`src/rtl/stack_sequencer_if.sv`:
```
`timescale 1ns/1ps
// Control-unit <-> stack sequencer bundle: request/op/data in, SP strobes and DONE/ERR/RDATA out.
// master = control unit and SP register side, slave = stack_sequencer.
interface stack_sequencer_if #(
  parameter int ADDR_W = 8,
  parameter int DATA_W = 10
);
  logic              REQ;
  logic [1:0]        OP;
  logic [DATA_W-1:0] WDATA;
  logic [ADDR_W-1:0] SP_IN;
  logic              SP_LOAD;
  logic              SP_INCR;
  logic              SP_DECR;
  logic              BUSY;
  logic              DONE;
  logic              ERR;
  logic [DATA_W-1:0] RDATA;
  logic [ADDR_W:0]   DEPTH;

  modport master (
    output REQ, OP, WDATA, SP_IN, SP_LOAD,
    input  SP_INCR, SP_DECR, BUSY, DONE, ERR, RDATA, DEPTH
  );

  modport slave (
    input  REQ, OP, WDATA, SP_IN, SP_LOAD,
    output SP_INCR, SP_DECR, BUSY, DONE, ERR, RDATA, DEPTH
  );
endinterface

```
`src/rtl/stack_sequencer.sv`:
```
`timescale 1ns/1ps
// Stack access engine: PUSH/POP/CALL/RET against a private stack RAM, strobing the external SP.
// Fixed 3-cycle op (accept, EXEC, RESP with DONE); REQ is ignored while BUSY and retried from IDLE.
module stack_sequencer #(
  parameter int ADDR_W    = 8,
  parameter int DATA_W    = 10,
  parameter int MAX_DEPTH = 256
) (
  input logic              CLK,
  input logic              RST,
  stack_sequencer_if.slave bus
);
  localparam int BYTE_W = 8;
  localparam logic [ADDR_W:0]   DEPTH_MAX = (ADDR_W+1)'(MAX_DEPTH);
  localparam logic [ADDR_W:0]   DEPTH_ONE = (ADDR_W+1)'(1);
  localparam logic [ADDR_W-1:0] ADDR_ONE  = ADDR_W'(1);

  typedef enum logic [1:0] {IDLE, EXEC, RESP} state_t;

  state_t            state;
  logic              wr_op_q;
  logic              err_q;
  logic [DATA_W-1:0] wdata_q;
  logic [DATA_W-1:0] rdata_q;
  logic [ADDR_W:0]   depth_q;
  logic [DATA_W-1:0] mem [2**ADDR_W];

  logic              req_wr;
  logic              acc_err;
  logic              exec_ok;
  logic              mem_we;
  logic [ADDR_W-1:0] waddr;

  // PUSH (00) and CALL (10) write the stack; bit 0 separates writers from readers.
  assign req_wr  = ~bus.OP[0];
  assign acc_err = req_wr ? (depth_q == DEPTH_MAX) : (depth_q == '0);
  assign exec_ok = (state == EXEC) && !err_q && !RST;
  assign mem_we  = exec_ok && wr_op_q;
  assign waddr   = bus.SP_IN - ADDR_ONE;

  always_ff @(posedge CLK) begin
    if (mem_we)
      mem[waddr] <= wdata_q;
  end

  always_ff @(posedge CLK) begin
    if (RST) begin
      state   <= IDLE;
      wr_op_q <= 1'b0;
      err_q   <= 1'b0;
      wdata_q <= '0;
      rdata_q <= '0;
      depth_q <= '0;
    end else begin
      case (state)
        IDLE: begin
          if (bus.REQ) begin
            wr_op_q <= req_wr;
            err_q   <= acc_err;
            wdata_q <= bus.WDATA;
            if (bus.OP == 2'b00)
              wdata_q <= {{(DATA_W-BYTE_W){1'b0}}, bus.WDATA[BYTE_W-1:0]};
            state   <= EXEC;
          end
        end
        EXEC: begin
          if (!wr_op_q)
            rdata_q <= err_q ? '0 : mem[bus.SP_IN];
          state <= RESP;
        end
        RESP:    state <= IDLE;
        default: state <= IDLE;
      endcase

      // A direct SP load invalidates occupancy, overriding this cycle's EXEC update.
      if (bus.SP_LOAD)
        depth_q <= '0;
      else if (state == EXEC && !err_q)
        depth_q <= wr_op_q ? depth_q + DEPTH_ONE : depth_q - DEPTH_ONE;
    end
  end

  assign bus.SP_DECR = mem_we;
  assign bus.SP_INCR = exec_ok && !wr_op_q;
  assign bus.BUSY    = (state != IDLE);
  assign bus.DONE    = (state == RESP) && !RST;
  assign bus.ERR     = bus.DONE && err_q;
  assign bus.RDATA   = rdata_q;
  assign bus.DEPTH   = depth_q;
endmodule

```
`src/flat_wrapper.sv`:
```
// flat-port wrapper written by rule: the top's interface ports become plain ports
module stack_sequencer_flat 
#(
  parameter int ADDR_W    = 8,
  parameter int DATA_W    = 10,
  parameter int MAX_DEPTH = 256
)
  (CLK, RST, bus_REQ, bus_OP, bus_WDATA, bus_SP_IN, bus_SP_LOAD, bus_SP_INCR, bus_SP_DECR, bus_BUSY, bus_DONE, bus_ERR, bus_RDATA, bus_DEPTH);
  stack_sequencer_if #(.ADDR_W(ADDR_W), .DATA_W(DATA_W)) bus_i ();
  input logic CLK;
  input logic RST;
  input wire logic [$bits(bus_i.REQ)-1:0] bus_REQ;
  input wire logic [$bits(bus_i.OP)-1:0] bus_OP;
  input wire logic [$bits(bus_i.WDATA)-1:0] bus_WDATA;
  input wire logic [$bits(bus_i.SP_IN)-1:0] bus_SP_IN;
  input wire logic [$bits(bus_i.SP_LOAD)-1:0] bus_SP_LOAD;
  output wire logic [$bits(bus_i.SP_INCR)-1:0] bus_SP_INCR;
  output wire logic [$bits(bus_i.SP_DECR)-1:0] bus_SP_DECR;
  output wire logic [$bits(bus_i.BUSY)-1:0] bus_BUSY;
  output wire logic [$bits(bus_i.DONE)-1:0] bus_DONE;
  output wire logic [$bits(bus_i.ERR)-1:0] bus_ERR;
  output wire logic [$bits(bus_i.RDATA)-1:0] bus_RDATA;
  output wire logic [$bits(bus_i.DEPTH)-1:0] bus_DEPTH;
  assign bus_i.REQ = bus_REQ;
  assign bus_i.OP = bus_OP;
  assign bus_i.WDATA = bus_WDATA;
  assign bus_i.SP_IN = bus_SP_IN;
  assign bus_i.SP_LOAD = bus_SP_LOAD;
  assign bus_SP_INCR = bus_i.SP_INCR;
  assign bus_SP_DECR = bus_i.SP_DECR;
  assign bus_BUSY = bus_i.BUSY;
  assign bus_DONE = bus_i.DONE;
  assign bus_ERR = bus_i.ERR;
  assign bus_RDATA = bus_i.RDATA;
  assign bus_DEPTH = bus_i.DEPTH;
  stack_sequencer #(.ADDR_W(ADDR_W), .DATA_W(DATA_W), .MAX_DEPTH(MAX_DEPTH)) u_core (.CLK(CLK), .RST(RST), .bus(bus_i));
endmodule
```
`config.mk`:
```
export PLATFORM = sky130hd
export DESIGN_NAME = stack_sequencer_flat
export DESIGN_NICKNAME = d
export VERILOG_FILES = /design/src/rtl/stack_sequencer_if.sv /design/src/rtl/stack_sequencer.sv /design/src/flat_wrapper.sv
export SDC_FILE = /design/constraint.sdc
export NUM_CORES = 2
export LEC_CHECK = 0
export BUFFER_PORTS_ARGS = -buffer_cell sky130_fd_sc_hd__buf_2
export CAP_MARGIN = 30
export CELL_PAD_IN_SITES_DETAIL_PLACEMENT = 0
export CELL_PAD_IN_SITES_GLOBAL_PLACEMENT = 1
export CORE_ASPECT_RATIO = 0.7
export CORE_MARGIN = 3
export CORE_UTILIZATION = 35
export DETAILED_ROUTE_END_ITERATION = 12
export GPL_ROUTABILITY_DRIVEN = 0
export MAX_ROUTING_LAYER = met4
export PLACE_DENSITY_LB_ADDON = 0.3
export SYNTH_ARGS = -nofsm -noshare
export SYNTH_HDL_FRONTEND = slang
export SYNTH_SLANG_ARGS = --single-unit
```
`constraint.sdc`:
```
create_clock -name CLK -period 5.45 [get_ports CLK]
set_input_delay 0.8175 -clock CLK [delete_from_list [all_inputs] [get_ports CLK]]
set_output_delay 0.8175 -clock CLK [all_outputs]
set_load 0.02 [all_outputs]
```
## Word-level counts from Yosys, hierarchy flattened

Memory sizes are Yosys's and may differ from the RTL's.
Index checks and enable logic that the tools add are counted.

- Flip-flop bits (word level): 33
- RAM bits: 2560
- Input bits: 24
- Output and inout bits: 24
- Logic and storage cells: 40
- Memories kept: 1

- $add $sub $neg: 3
- Equality and inequality tests: 4
- Muxes and demuxes: 8
- Bitwise operators: 2
- Reductions and logical operators: 16

Memory list:

| memory | words | bits a word | read ports | clocked after memory_dff | write ports | RTL line | RTL |
|---|---|---|---|---|---|---|---|
| u_core.mem | 256 | 10 | 1 | 0 | 1 | stack_sequencer.sv:26 | `logic [DATA_W-1:0] mem [2**ADDR_W];` |

Operators with widths:

| cell | count |
|---|---|
| $mux W10 | 2 |
| $add A9 B1 Y9 const B | 1 |
| $eq A9 B9 Y1 const B | 1 |
| $logic_not A9 Y1 | 1 |
| $mux W9 | 1 |
| $sub A9 B1 Y9 const B | 1 |
| $sub A8 B1 Y8 const B | 1 |
| $logic_and A1 B1 Y1 | 6 |
| $logic_not A2 Y1 | 2 |
| $pmux W2 S2 | 1 |
| $reduce_and A2 Y1 | 2 |
| $logic_not A1 Y1 | 3 |
| $mux W1 | 3 |
| $eq A2 B1 Y1 const B | 1 |
| $eq A2 B2 Y1 const B | 1 |
| $mux W2 | 1 |
| $ne A2 B2 Y1 const B | 1 |
| $not A1 Y1 | 2 |
| $reduce_bool A2 Y1 | 1 |
| $reduce_or A2 Y1 | 1 |

## Logic depth before layout (Yosys ltp)

- Word-level depth: 6
- Mapped depth: 13
- Depth with buffers taken out: 10

## Worst setup path before layout

Ideal clock, no wire load.

- Kind: reg2reg
- Start point: register u_core.wdata_q[0]
- End point: memory u_core.mem[0][0] (data pin)
- Arrival time: 3397 ps
- Required time: 4594 ps
- Path slack: 1197 ps
- Stages on the path, launching flop included: 1
- Path through: dfxtp_1

RTL lines:

| element | RTL line | RTL |
|---|---|---|
| start: declaration | stack_sequencer.sv:23 | `logic [DATA_W-1:0] wdata_q;` |
| start signal: assignment | stack_sequencer.sv:60 | `wdata_q <= bus.WDATA;` |
| start signal: assignment | stack_sequencer.sv:62 | `wdata_q <= {{(DATA_W-BYTE_W){1'b0}}, bus.WDATA[BYTE_W-1:0]};` |
| end: declaration | stack_sequencer.sv:26 |  |

No word-level cell before the write port.

## Final worst setup path

- Start point: register u_core.state[0]
- End point: memory u_core.mem[250][0], enable pin

- Word-level cells in the longest chain between the ends: 6

RTL lines:

| element | RTL line | RTL |
|---|---|---|
| start: declaration | stack_sequencer.sv:20 | `state_t state;` |
| start signal: assignment | stack_sequencer.sv:48 | `state <= IDLE;` |
| start signal: assignment | stack_sequencer.sv:63 | `state <= EXEC;` |
| start signal: assignment | stack_sequencer.sv:69 | `state <= RESP;` |
| $eq A2 B1 Y1 | stack_sequencer.sv:37 | `assign exec_ok = (state == EXEC) && !err_q && !RST;` |
| $logic_and A1 B1 Y1 (2 in series) | stack_sequencer.sv:37 |  |
| $logic_and A1 B1 Y1 | stack_sequencer.sv:38 | `assign mem_we = exec_ok && wr_op_q;` |
| $mux W1 | stack_sequencer.sv:42 | `if (mem_we)` |
| $mux W1 (not written as such) | stack_sequencer.sv:43 | `mem[waddr] <= wdata_q;` |

Every way passes these cells.

==> summary.md <==
| Metric | Value |
|---|---|
| Reg clk slew, reported paths | `70 ps` |
| Layout area overhead | `15.23%` |
| Mapped Avg Cell Area | `around 22 um2` |
| Pre-Repair DR Iteration Count | `6` |
| CORE AREA | `283500 um2` |
| Worst hold path type | `input port to flip-flop` |
| DP HPWL | `roughly 180 mm` |
| Post-DP Area | `roughly 110000 um2` |
| Largest net degree at the start of global routing | `166` |
| Worst Path Max Fanout | `15` |
| Fin cells | `8974` |
| Synth cell types | `62` |
| H-tree Lvls | `4` |
| Multi-input gate area | `21420 um2` |
| Layout cells sized above 1 | `0.3061` |
| DR vias/cell | `5.615` |
| Worst vdd ir | `around 240 uV` |
| Post-synth ARST share | `0` |
| Setup TNS | `0 ps` |
| Quantity of gates resized following cts | `0` |
| Complex-gate fraction of the synthesized area | `0.02072` |
| Width of the die | `645.6 um` |
| Congestion Overflow GR | `0` |
| Setup Buffers After CTS | `0` |
| RSZ-0062 raised after global routing | `no` |
| CTS tree | `built` |
| Hold_buf cts | `0` |
| Static Leak | `34.39 nW` |
| Number of DRC markers in iteration 0 | `about 7000` |
| Clock sinks | `between 2000 and 3000` |
| Nets | `5019` |
| Total power density per cell area | `352.8 nW/um2` |
| Final setup fails | `0` |
| Initial Util | `0.3536` |
| Synthesized-area fraction occupied by adder cells | `0.001074` |
| Layout Skew | `between 50 and 60 ps` |
| Sequential area share after synthesis | `0.7735` |
| Routed Antenna Nets | `0` |
| Post-Route WL | `287.8 mm` |
| Max capacitance violation total | `0` |
| Post-Synthesis Cells | `4514` |
| Die height | `453.7 um` |
| Worst-Skew Late Latency | `890 ps` |
| Residual DRC count | `0` |
| Xor and xnor fraction of the mapped netlist area | `0.0006117` |
| Simple logic cell fraction of the synthesized area | `0.02127` |
| Worst slack at placement | `756.8 ps` |
| Final hold violations | `0` |
| GRT Total Usage | `0.2001` |
| Post-synthesis mux area share | `0.1689` |
| Tcrit/Tclk final | `0.7554` |
| Pins over their slew limit | `0` |
| Crit path time final | `4117 ps` |
| Vias in the first global route | `48910` |
| Fmax | `0.2429 GHz` |
| Register bit count reported by yosys | `2593` |
| Syn Std Cell Area | `100200 um2` |
| Worst Setup Slack, final | `1333 ps` |
| Commonest register cell after synthesis | `edfxtp_1` |
| Finished Core Util | `0.4074` |
| Slew @ Worst Pin | `just over 1000 ps` |
| Critical Path RT | `6020 ps` |
| Initial antenna violation count | `16` |
| Wire per inst | `32.07 um` |
| Rows | `163` |
| Startpoint class of the critical path | `flip-flop` |
| Overall Power | `40.75 mW` |
| Setup crit end kind | `flip-flop` |
| WS Path Type | `flip-flop to flip-flop` |
| Status | `finished clean` |
| Global-route wire length before repair | `between 400 and 500 mm` |
| Net Count, Synth | `roughly 4500` |
| Hold WS | `171.9 ps` |
| CTS root buf | `clkbuf_16` |
| IO Pins | `48` |
| Design area | `115500 um2` |
| IO buf count | `47` |
| Main combinational cell family by area after synthesis | `multiplexers` |
| Total number of vias | `around 50000` |
| CTS Buffer Depth | `4` |
| Warnings from Yosys | `0` |
| Number of enable flip-flop cells after synthesis | `2560` |
| CTS Buf Count | `238` |
| Die area | `292900 um2` |
| Fillers | `24880` |
| Critical path arrival | `approximately 4700 ps` |
| Sequential Area | `roughly 78000 um2` |
| Max-slew headroom | `0.3084` |
| Inst Count DP | `8539` |
[path summary, 6_finish.rpt]
kind | start | endpoint | slack (ps) | cells after the start
setup / recovery | u_core.state[0] | u_core.mem[250][0] | 1330 | 7
hold / removal | bus_WDATA[5] | u_core.wdata_q[5] | 170 | 3
setup reg to reg | u_core.state[0] | u_core.mem[250][0] | 1330 | 7
hold reg to reg | u_core.err_q | u_core.err_q | 500 | 2
[cell usage in the layout, fill, tap and decap left out, types with 8 or more instances in the layout]
master / instances
o211ai_1: 14
clkinvlp_4: 12
edfxtp_1: 2560
o21ai_0: 44
a22oi_1: 54
dfxtp_4: 10
inv_1: 12
nor2_1: 293
a221oi_1: 13
nand2_1: 105
buf_4: 409
clkbuf_1: 51
buf_2: 42
bufinv_16: 24
clkbuf_16: 240
buf_12: 35
a31oi_1: 9
mux2_2: 18
clkinv_1: 50
a22o_1: 10
mux2i_1: 98
a221o_1: 8
nor2b_1: 12
a211oi_1: 10
nor3_1: 10
clkinv_2: 33
a21oi_1: 71
nand3_1: 28
mux4_2: 699
o221ai_1: 9
dfxtp_1: 23
o22ai_1: 16
nand2_2: 10
[layout make-up]
cell class                      count  share of cell area
Clock inverter                    131             0.01105
Tap cell                         3795             0.04111
Multi-Input combinational cell   1645              0.1854
Antenna cell                        5           0.0001083
Timing Repair Buffer              497             0.03608
Clock buffer                      296             0.05425
Sequential cell                  2593              0.6716
Inverter                           12           0.0003900
[state kept, by name, indices dropped and copies added (netlist names)]
name              count
u_core.bus.DEPTH      9
u_core.mem         2560
u_core.wdata_q       10
u_core.wr_op_q        1
u_core.bus.RDATA     10
u_core.err_q          1
u_core.state          2
[cell usage after synthesis, types with 5 or more instances]
cell          n  area share
nand3_1      33      0.0016
a2111oi_0     5     0.00044
inv_1        12     0.00045
a311oi_1      5     0.00044
a21oi_1      71      0.0035
a22o_1       10     0.00087
buf_4        37      0.0028
ha_1          7     0.00087
nor3_1       11     0.00055
dfxtp_1      33      0.0066
a211oi_1     10     0.00075
nand2_1     115      0.0043
o221ai_1      9     0.00079
nand2b_1      7     0.00044
and2_1        9     0.00056
buf_6        15      0.0017
nor2b_1      17      0.0011
a31oi_1      10     0.00062
o211ai_1     14      0.0010
nand4_1       5     0.00031
mux2_2       18      0.0020
clkbuf_1    127      0.0048
buf_1        18     0.00067
o21ai_0      44      0.0022
nor2_1      296       0.011
a221oi_1     13      0.0011
mux4_2      699        0.16
a32oi_1       7     0.00061
mux2i_1      98      0.0098
and3_1        5     0.00031
a22oi_1      54      0.0040
buf_2        65      0.0032
o22ai_1      16      0.0010
a221o_1       8     0.00080
edfxtp_1   2560        0.77
[routing by layer]
metal / part of all wire / GRT usage
met2: 0.43 / 0.2748
met4: 0.019 / 0.03757
met5: 0 / -
met3: 0.094 / 0.04184
met1: 0.46 / 0.3072
[worst max-delay path, cell delays in order (launching register included)]
cell	delay [ps]
dfxtp_1	370
or3b_1	690
nor3_2	210
buf_4	250
and2_1	290
nand3_2	780
nor2_1	910
buf_4	310
[logic make-up (layout without fill, tap and decap cells)]
logic type               count (synthesis)  count (layout)
adder cells (fa/ha/maj)                  8               8
AND/OR/NAND/NOR                        512             512
multiplexers                           815             815
XOR/XNOR                                 7               7
other                                    0               5
buffers and inverters                  276             936
flip-flops                            2593            2593
AO/OA/AOI/OAI                          303             303
[where the power goes]
group	internal, mW	switching, mW	leakage, nW
clock network	9.25	7.38	3.66
registers	21.9	0.0936	21.9
logic	0.719	1.36	8.82
No activity file was read; power rests on OpenSTA's default activity.
